--- config.mk ---
export PLATFORM = sky130hd
export DESIGN_NAME = if_id_buffer_flat
export DESIGN_NICKNAME = d
export VERILOG_FILES = /design/src/rtl/if_id_buffer_if.sv /design/src/rtl/if_id_buffer.sv /design/src/flat_wrapper.sv
export SDC_FILE = /design/constraint.sdc
export NUM_CORES = 1
export LEC_CHECK = 0
export ABC_CLOCK_PERIOD_IN_PS = 2700
export BUFFER_PORTS_ARGS = -buffer_cell sky130_fd_sc_hd__buf_2
export CORE_MARGIN = 3
export CORE_UTILIZATION = 53
export DETAILED_ROUTE_END_ITERATION = 10
export PLACE_DENSITY = 0.9
export SLEW_MARGIN = 20
export SYNTH_ARGS = -nofsm -noshare
export SYNTH_HDL_FRONTEND = slang
export SYNTH_SLANG_ARGS = --single-unit
--- constraint.sdc ---
create_clock -name clk -period 2.7 [get_ports clk]
set_clock_uncertainty 0.2 [all_clocks]
set_input_delay 0.54 -clock clk [delete_from_list [all_inputs] [get_ports clk]]
set_output_delay 0.54 -clock clk [all_outputs]
set_load 0.1 [all_outputs]
--- src/rtl/if_id_buffer_if.sv ---
`timescale 1ns/1ps
`default_nettype none
// +----------------------------------------------------------------------------+
// | if_id_buffer_if : fetch-side and decode-side signals of the IF/ID buffer   |
// | Revision 1.0                                                               |
// +----------------------------------------------------------------------------+
interface if_id_buffer_if #(
  parameter int DEPTH = 2,
  parameter int PCW   = 16
);
  localparam int CNTW = $clog2(DEPTH + 1);

  logic             in_valid;
  logic             in_ready;
  logic [15:0]      in_instr;
  logic [PCW-1:0]   in_pc;
  logic             flush;
  logic             out_ready;
  logic             out_valid;
  logic [15:0]      out_instr;
  logic [PCW-1:0]   out_pc;
  logic [4:0]       opcode;
  logic [1:0]       op_ext;
  logic             halted;
  logic [CNTW-1:0]  count;

  // Environment view: fetch and decode stages around the buffer.
  modport master (
    output in_valid, in_instr, in_pc, flush, out_ready,
    input  in_ready, out_valid, out_instr, out_pc, opcode, op_ext, halted, count
  );

  modport slave (
    input  in_valid, in_instr, in_pc, flush, out_ready,
    output in_ready, out_valid, out_instr, out_pc, opcode, op_ext, halted, count
  );
endinterface

`default_nettype wire

--- src/rtl/if_id_buffer.sv ---
`timescale 1ns/1ps
`default_nettype none
// +----------------------------------------------------------------------------+
// | if_id_buffer : small instruction FIFO between fetch and decode, with       |
// | flush and HALT drain/stop handling.        Revision 1.0                    |
// +----------------------------------------------------------------------------+
module if_id_buffer #(
  parameter int          DEPTH     = 2,
  parameter int          PCW       = 16,
  parameter logic [15:0] NOP_INSTR = 16'h0800
) (
  input  logic           clk,
  input  logic           rst_n,
  if_id_buffer_if.slave  bus
);
  localparam int              PTRW      = $clog2(DEPTH);
  localparam int              CNTW      = $clog2(DEPTH + 1);
  localparam logic [CNTW-1:0] C_DEPTH   = CNTW'(DEPTH);
  localparam logic [CNTW-1:0] C_ONE     = CNTW'(1);
  localparam logic [PTRW-1:0] C_PTR_ONE = PTRW'(1);
  localparam logic [4:0]      C_HALT_OP = 5'b00000;

  typedef enum logic [1:0] {
    ST_RUN    = 2'd0,
    ST_DRAIN  = 2'd1,
    ST_HALTED = 2'd2
  } state_t;

  state_t          state_q, state_d;
  logic [15:0]     instr_q [DEPTH];
  logic [15:0]     instr_d [DEPTH];
  logic [PCW-1:0]  pc_q    [DEPTH];
  logic [PCW-1:0]  pc_d    [DEPTH];
  logic [PTRW-1:0] rd_ptr_q, rd_ptr_d;
  logic [PTRW-1:0] wr_ptr_q, wr_ptr_d;
  logic [CNTW-1:0] count_q, count_d;

  logic            w_in_ready;
  logic            w_out_valid;
  logic            w_push;
  logic            w_pop;
  logic [15:0]     w_out_instr;

  // in_ready deliberately ignores out_ready: a full buffer never accepts.
  assign w_in_ready  = (state_q == ST_RUN) && (count_q < C_DEPTH);
  assign w_out_valid = (state_q != ST_HALTED) && (count_q != '0);
  assign w_push      = bus.in_valid && w_in_ready && !bus.flush;
  assign w_pop       = w_out_valid && bus.out_ready && !bus.flush;

  always_comb begin
    state_d  = state_q;
    count_d  = count_q;
    rd_ptr_d = rd_ptr_q;
    wr_ptr_d = wr_ptr_q;
    instr_d  = instr_q;
    pc_d     = pc_q;

    if (state_q == ST_HALTED) begin
      count_d = '0;
    end else if (bus.flush) begin
      // A HALT waiting in DRAIN was on the squashed path, so go back to RUN.
      count_d  = '0;
      rd_ptr_d = '0;
      wr_ptr_d = '0;
      state_d  = ST_RUN;
    end else begin
      if (w_push) begin
        instr_d[wr_ptr_q] = bus.in_instr;
        pc_d[wr_ptr_q]    = bus.in_pc;
        wr_ptr_d          = wr_ptr_q + C_PTR_ONE;
        if (bus.in_instr[15:11] == C_HALT_OP) begin
          state_d = ST_DRAIN;
        end
      end
      if (w_pop) begin
        rd_ptr_d = rd_ptr_q + C_PTR_ONE;
      end
      if (w_push && !w_pop) begin
        count_d = count_q + C_ONE;
      end else if (!w_push && w_pop) begin
        count_d = count_q - C_ONE;
      end
      // Nothing is accepted after the HALT, so it is always the last entry.
      if ((state_q == ST_DRAIN) && w_pop && (count_q == C_ONE)) begin
        state_d = ST_HALTED;
        count_d = '0;
      end
    end
  end

  always_ff @(posedge clk or negedge rst_n) begin
    if (!rst_n) begin
      state_q  <= ST_RUN;
      count_q  <= '0;
      rd_ptr_q <= '0;
      wr_ptr_q <= '0;
      instr_q  <= '{default: '0};
      pc_q     <= '{default: '0};
    end else begin
      state_q  <= state_d;
      count_q  <= count_d;
      rd_ptr_q <= rd_ptr_d;
      wr_ptr_q <= wr_ptr_d;
      instr_q  <= instr_d;
      pc_q     <= pc_d;
    end
  end

  assign w_out_instr   = w_out_valid ? instr_q[rd_ptr_q] : NOP_INSTR;

  assign bus.in_ready  = w_in_ready;
  assign bus.out_valid = w_out_valid;
  assign bus.out_instr = w_out_instr;
  assign bus.out_pc    = w_out_valid ? pc_q[rd_ptr_q] : '0;
  assign bus.opcode    = w_out_instr[15:11];
  assign bus.op_ext    = w_out_instr[1:0];
  assign bus.halted    = (state_q == ST_HALTED);
  assign bus.count     = count_q;
endmodule

`default_nettype wire

--- src/flat_wrapper.sv ---
// flat-port wrapper written by rule: the top's interface ports become plain ports
module if_id_buffer_flat 
#(
  parameter int          DEPTH     = 2,
  parameter int          PCW       = 16,
  parameter logic [15:0] NOP_INSTR = 16'h0800
)
  (clk, rst_n, bus_in_valid, bus_in_instr, bus_in_pc, bus_flush, bus_out_ready, bus_in_ready, bus_out_valid, bus_out_instr, bus_out_pc, bus_opcode, bus_op_ext, bus_halted, bus_count);
  if_id_buffer_if #(.DEPTH(DEPTH), .PCW(PCW)) bus_i ();
  input  logic clk;
  input  logic rst_n;
  input wire logic [$bits(bus_i.in_valid)-1:0] bus_in_valid;
  input wire logic [$bits(bus_i.in_instr)-1:0] bus_in_instr;
  input wire logic [$bits(bus_i.in_pc)-1:0] bus_in_pc;
  input wire logic [$bits(bus_i.flush)-1:0] bus_flush;
  input wire logic [$bits(bus_i.out_ready)-1:0] bus_out_ready;
  output wire logic [$bits(bus_i.in_ready)-1:0] bus_in_ready;
  output wire logic [$bits(bus_i.out_valid)-1:0] bus_out_valid;
  output wire logic [$bits(bus_i.out_instr)-1:0] bus_out_instr;
  output wire logic [$bits(bus_i.out_pc)-1:0] bus_out_pc;
  output wire logic [$bits(bus_i.opcode)-1:0] bus_opcode;
  output wire logic [$bits(bus_i.op_ext)-1:0] bus_op_ext;
  output wire logic [$bits(bus_i.halted)-1:0] bus_halted;
  output wire logic [$bits(bus_i.count)-1:0] bus_count;
  assign bus_i.in_valid = bus_in_valid;
  assign bus_i.in_instr = bus_in_instr;
  assign bus_i.in_pc = bus_in_pc;
  assign bus_i.flush = bus_flush;
  assign bus_i.out_ready = bus_out_ready;
  assign bus_in_ready = bus_i.in_ready;
  assign bus_out_valid = bus_i.out_valid;
  assign bus_out_instr = bus_i.out_instr;
  assign bus_out_pc = bus_i.out_pc;
  assign bus_opcode = bus_i.opcode;
  assign bus_op_ext = bus_i.op_ext;
  assign bus_halted = bus_i.halted;
  assign bus_count = bus_i.count;
  if_id_buffer #(.DEPTH(DEPTH), .PCW(PCW), .NOP_INSTR(NOP_INSTR)) u_core (.clk(clk), .rst_n(rst_n), .bus(bus_i));
endmodule
==> run metrics <==
placed cells=around 400; grt total ovfl=0; Yosys warning total=0; Ports=81; Max Freq=374 MHz; DIE AREA=7260 sq um; fin util=around four fifths; Vias=roughly 2,300; num rows=28; Num CTS Buffers=9; Final Hold Fails=0; Rel. slew slack=a little under three fifths; Worst R2R Start=u_core.state_q[0]; Slew Limit Fails=0; R2R Path End=u_core.instr_q[18]; Final period util=between 90% and 100%; WHS=about 21 ps; Initial Util=55.5%; clk sinks=70; CTS clk-pin slew, worst paths=approximately 70 ps; final std cells w/o fill=415; FF-to-FF path depth=4; DRT antenna net count=0; Die W=~85 microns; clk root buf=clkbuf_8; Yosys top cell area share=52.7%; Mapped Area=between 3000 and 4000 sq um; GR Util All Layers=~23%; Synth top cells by count=70 x dfrtp_1, 62 x mux2_2, 32 x mux2i_1, 32 x nor2_1, 8 x buf_4; post-synthesis cell count=about 260; first-pass GRT wire length=approximately 13,000 microns; max cap viols=0; cell with the most instances after synthesis=dfrtp_1; vias in the first global route=2,574; Max Root-Sink Buffers=2; top cells by area, synth=dfrtp_1 53%, mux2_2 21%, mux2i_1 9.6%; clk_lat worst skew=approximately 350 ps; CTS tree=done; antenna diode count=0; Final #Nets=374; DRC=0; min Tclk post-route=~2700 ps; post_cts resized=0; worst reg2reg setup slack=330 ps; CP Max Fanout=11; RSZ-0062 raised after global routing=yes; GPL Wtd Cong=roughly 0.82; startpoint types=flip-flop; slew of the pin with the lowest slew margin=between 600 and 700 ps; class of the most critical setup path=reg -> out; dpl hpwl=~5600 microns; CP startpoint=u_core.bus.count[1]; largest net degree at the start of global routing=34; # Post-CTS Setup Buffers=0; routed wire length per instance=~19 microns; hold_buf cts=0; First-pass DRT Iterations=4; CTS H-tree depth=3; critical path endpoint category=output port; initial DRC count=67; Setup Viol. Count Final=0; share of cells above drive strength 1=a little under three fifths; Synth async-reset ratio=100%; initial antenna violation count=0; Buffers on Ports=80; most common flop cell mapped by yosys=dfrtp_1; die height=85.2 microns; setup TNS=0 ps; mean post-synth cell area=approximately 13 sq um; post-DR vias/cell=5.53; status=complete, no violations; cell taking the most area after synthesis=dfrtp_1; register area share after synthesis=a little over half; Syn Nets=~300; Hold Crit Class=in -> async; count of cell types in the netlist=31; #FFs+latches synth=70; WP data arrival=between 1500 and 2000 ps; Worst EP required=1960 ps; core area=5990 sq um; area growth from synthesis to layout=43.1%; final WL=7700 microns; Post-synth EDFFs=0
-- final cells by class --
| class | instances | area, sq um |
|---|---|---|
| fillers | 337 | 1230 |
| clock buffers | 11 | 141 |
| well taps | 75 | 93.8 |
| flip-flops and latches | 70 | 1760 |
| clock inverters | 5 | 106 |
| multi-input cells | 160 | 1510 |
| inverters | 4 | 21.3 |
| repair buffers | 90 | 1120 |
-- worst max path at each step --
stage                          to  slack [ps]  cells after the start
2_1_floorplan      bus_out_pc[10]        -510                      5
3_3_place_gp      u_core.pc_q[21]         330                      5
3_5_place_dp   u_core.instr_q[18]         290                      5
4_1_cts             bus_out_pc[8]          30                      6
5_1_grt            bus_out_pc[14]         -20                      6
6_report            bus_out_pc[6]          30                      6
-- logic make-up after synthesis --
kind of cell	after synthesis	share of synthesized area, %
multiplexers	96	31.4
flip-flops	70	52.7
AND/OR/NAND/NOR	52	7.60
buffers and inverters	26	5.19
AO/OA/AOI/OAI	8	1.39
XOR/XNOR	2	0.941
adder cells (fa/ha/maj)	2	0.753
-- layer usage --
metal | up-vias | track usage (%) | share of wire [%]
met4 | 0 | 11.7 | 2.6
li1 | 1036 | - | -
met3 | 16 | 6.50 | 6.4
met5 | - | 0 | 0
met2 | 85 | 39.1 | 54
met1 | 1158 | 25.9 | 37
-- critical path, stage by stage (launching register included) --
cell	delay [ps]
dfrtp_4	460
inv_4	50
ha_4	150
nand2b_4	210
buf_4	220
nor2_1	270
buf_12	220
-- stage by stage --
step	worst slack [ps]	cell area, sq um
after floorplan	-507	3520
after global placement	332	4500
after detailed placement	288	4500
after CTS	32.1	4750
after global routing	-17.0	4760
final	27.7	4760
-- cells in the final DEF (no fill, tap or decap), drive strengths merged --
master	instances
buf	90
dfrtp	70
mux2	64
nor2	33
mux2i	32
clkbuf	11
nand2	5
nor3	4
a31oi	3
o21ai	3
bufinv	3
inv	3
clkinvlp	2
or3	2
nand2b	2
ha	2
or4b	1
nor2b	1
a21oi	1
and2	1
nor4	1
and4b	1
xnor3	1
o31ai	1
nand3	1
xor2	1
clkinv	1
-- flip-flops by register name, summed over array words and instances (netlist names) --
name / count
u_core.instr_q: 32
u_core.wr_ptr_q: 1
u_core.rd_ptr_q: 1
u_core.pc_q: 32
u_core.bus.count: 2
u_core.state_q: 2
Power is left out: the tool's default activity adds up to more than one toggle a clock period on the data nets, which glitch-free logic cannot reach.
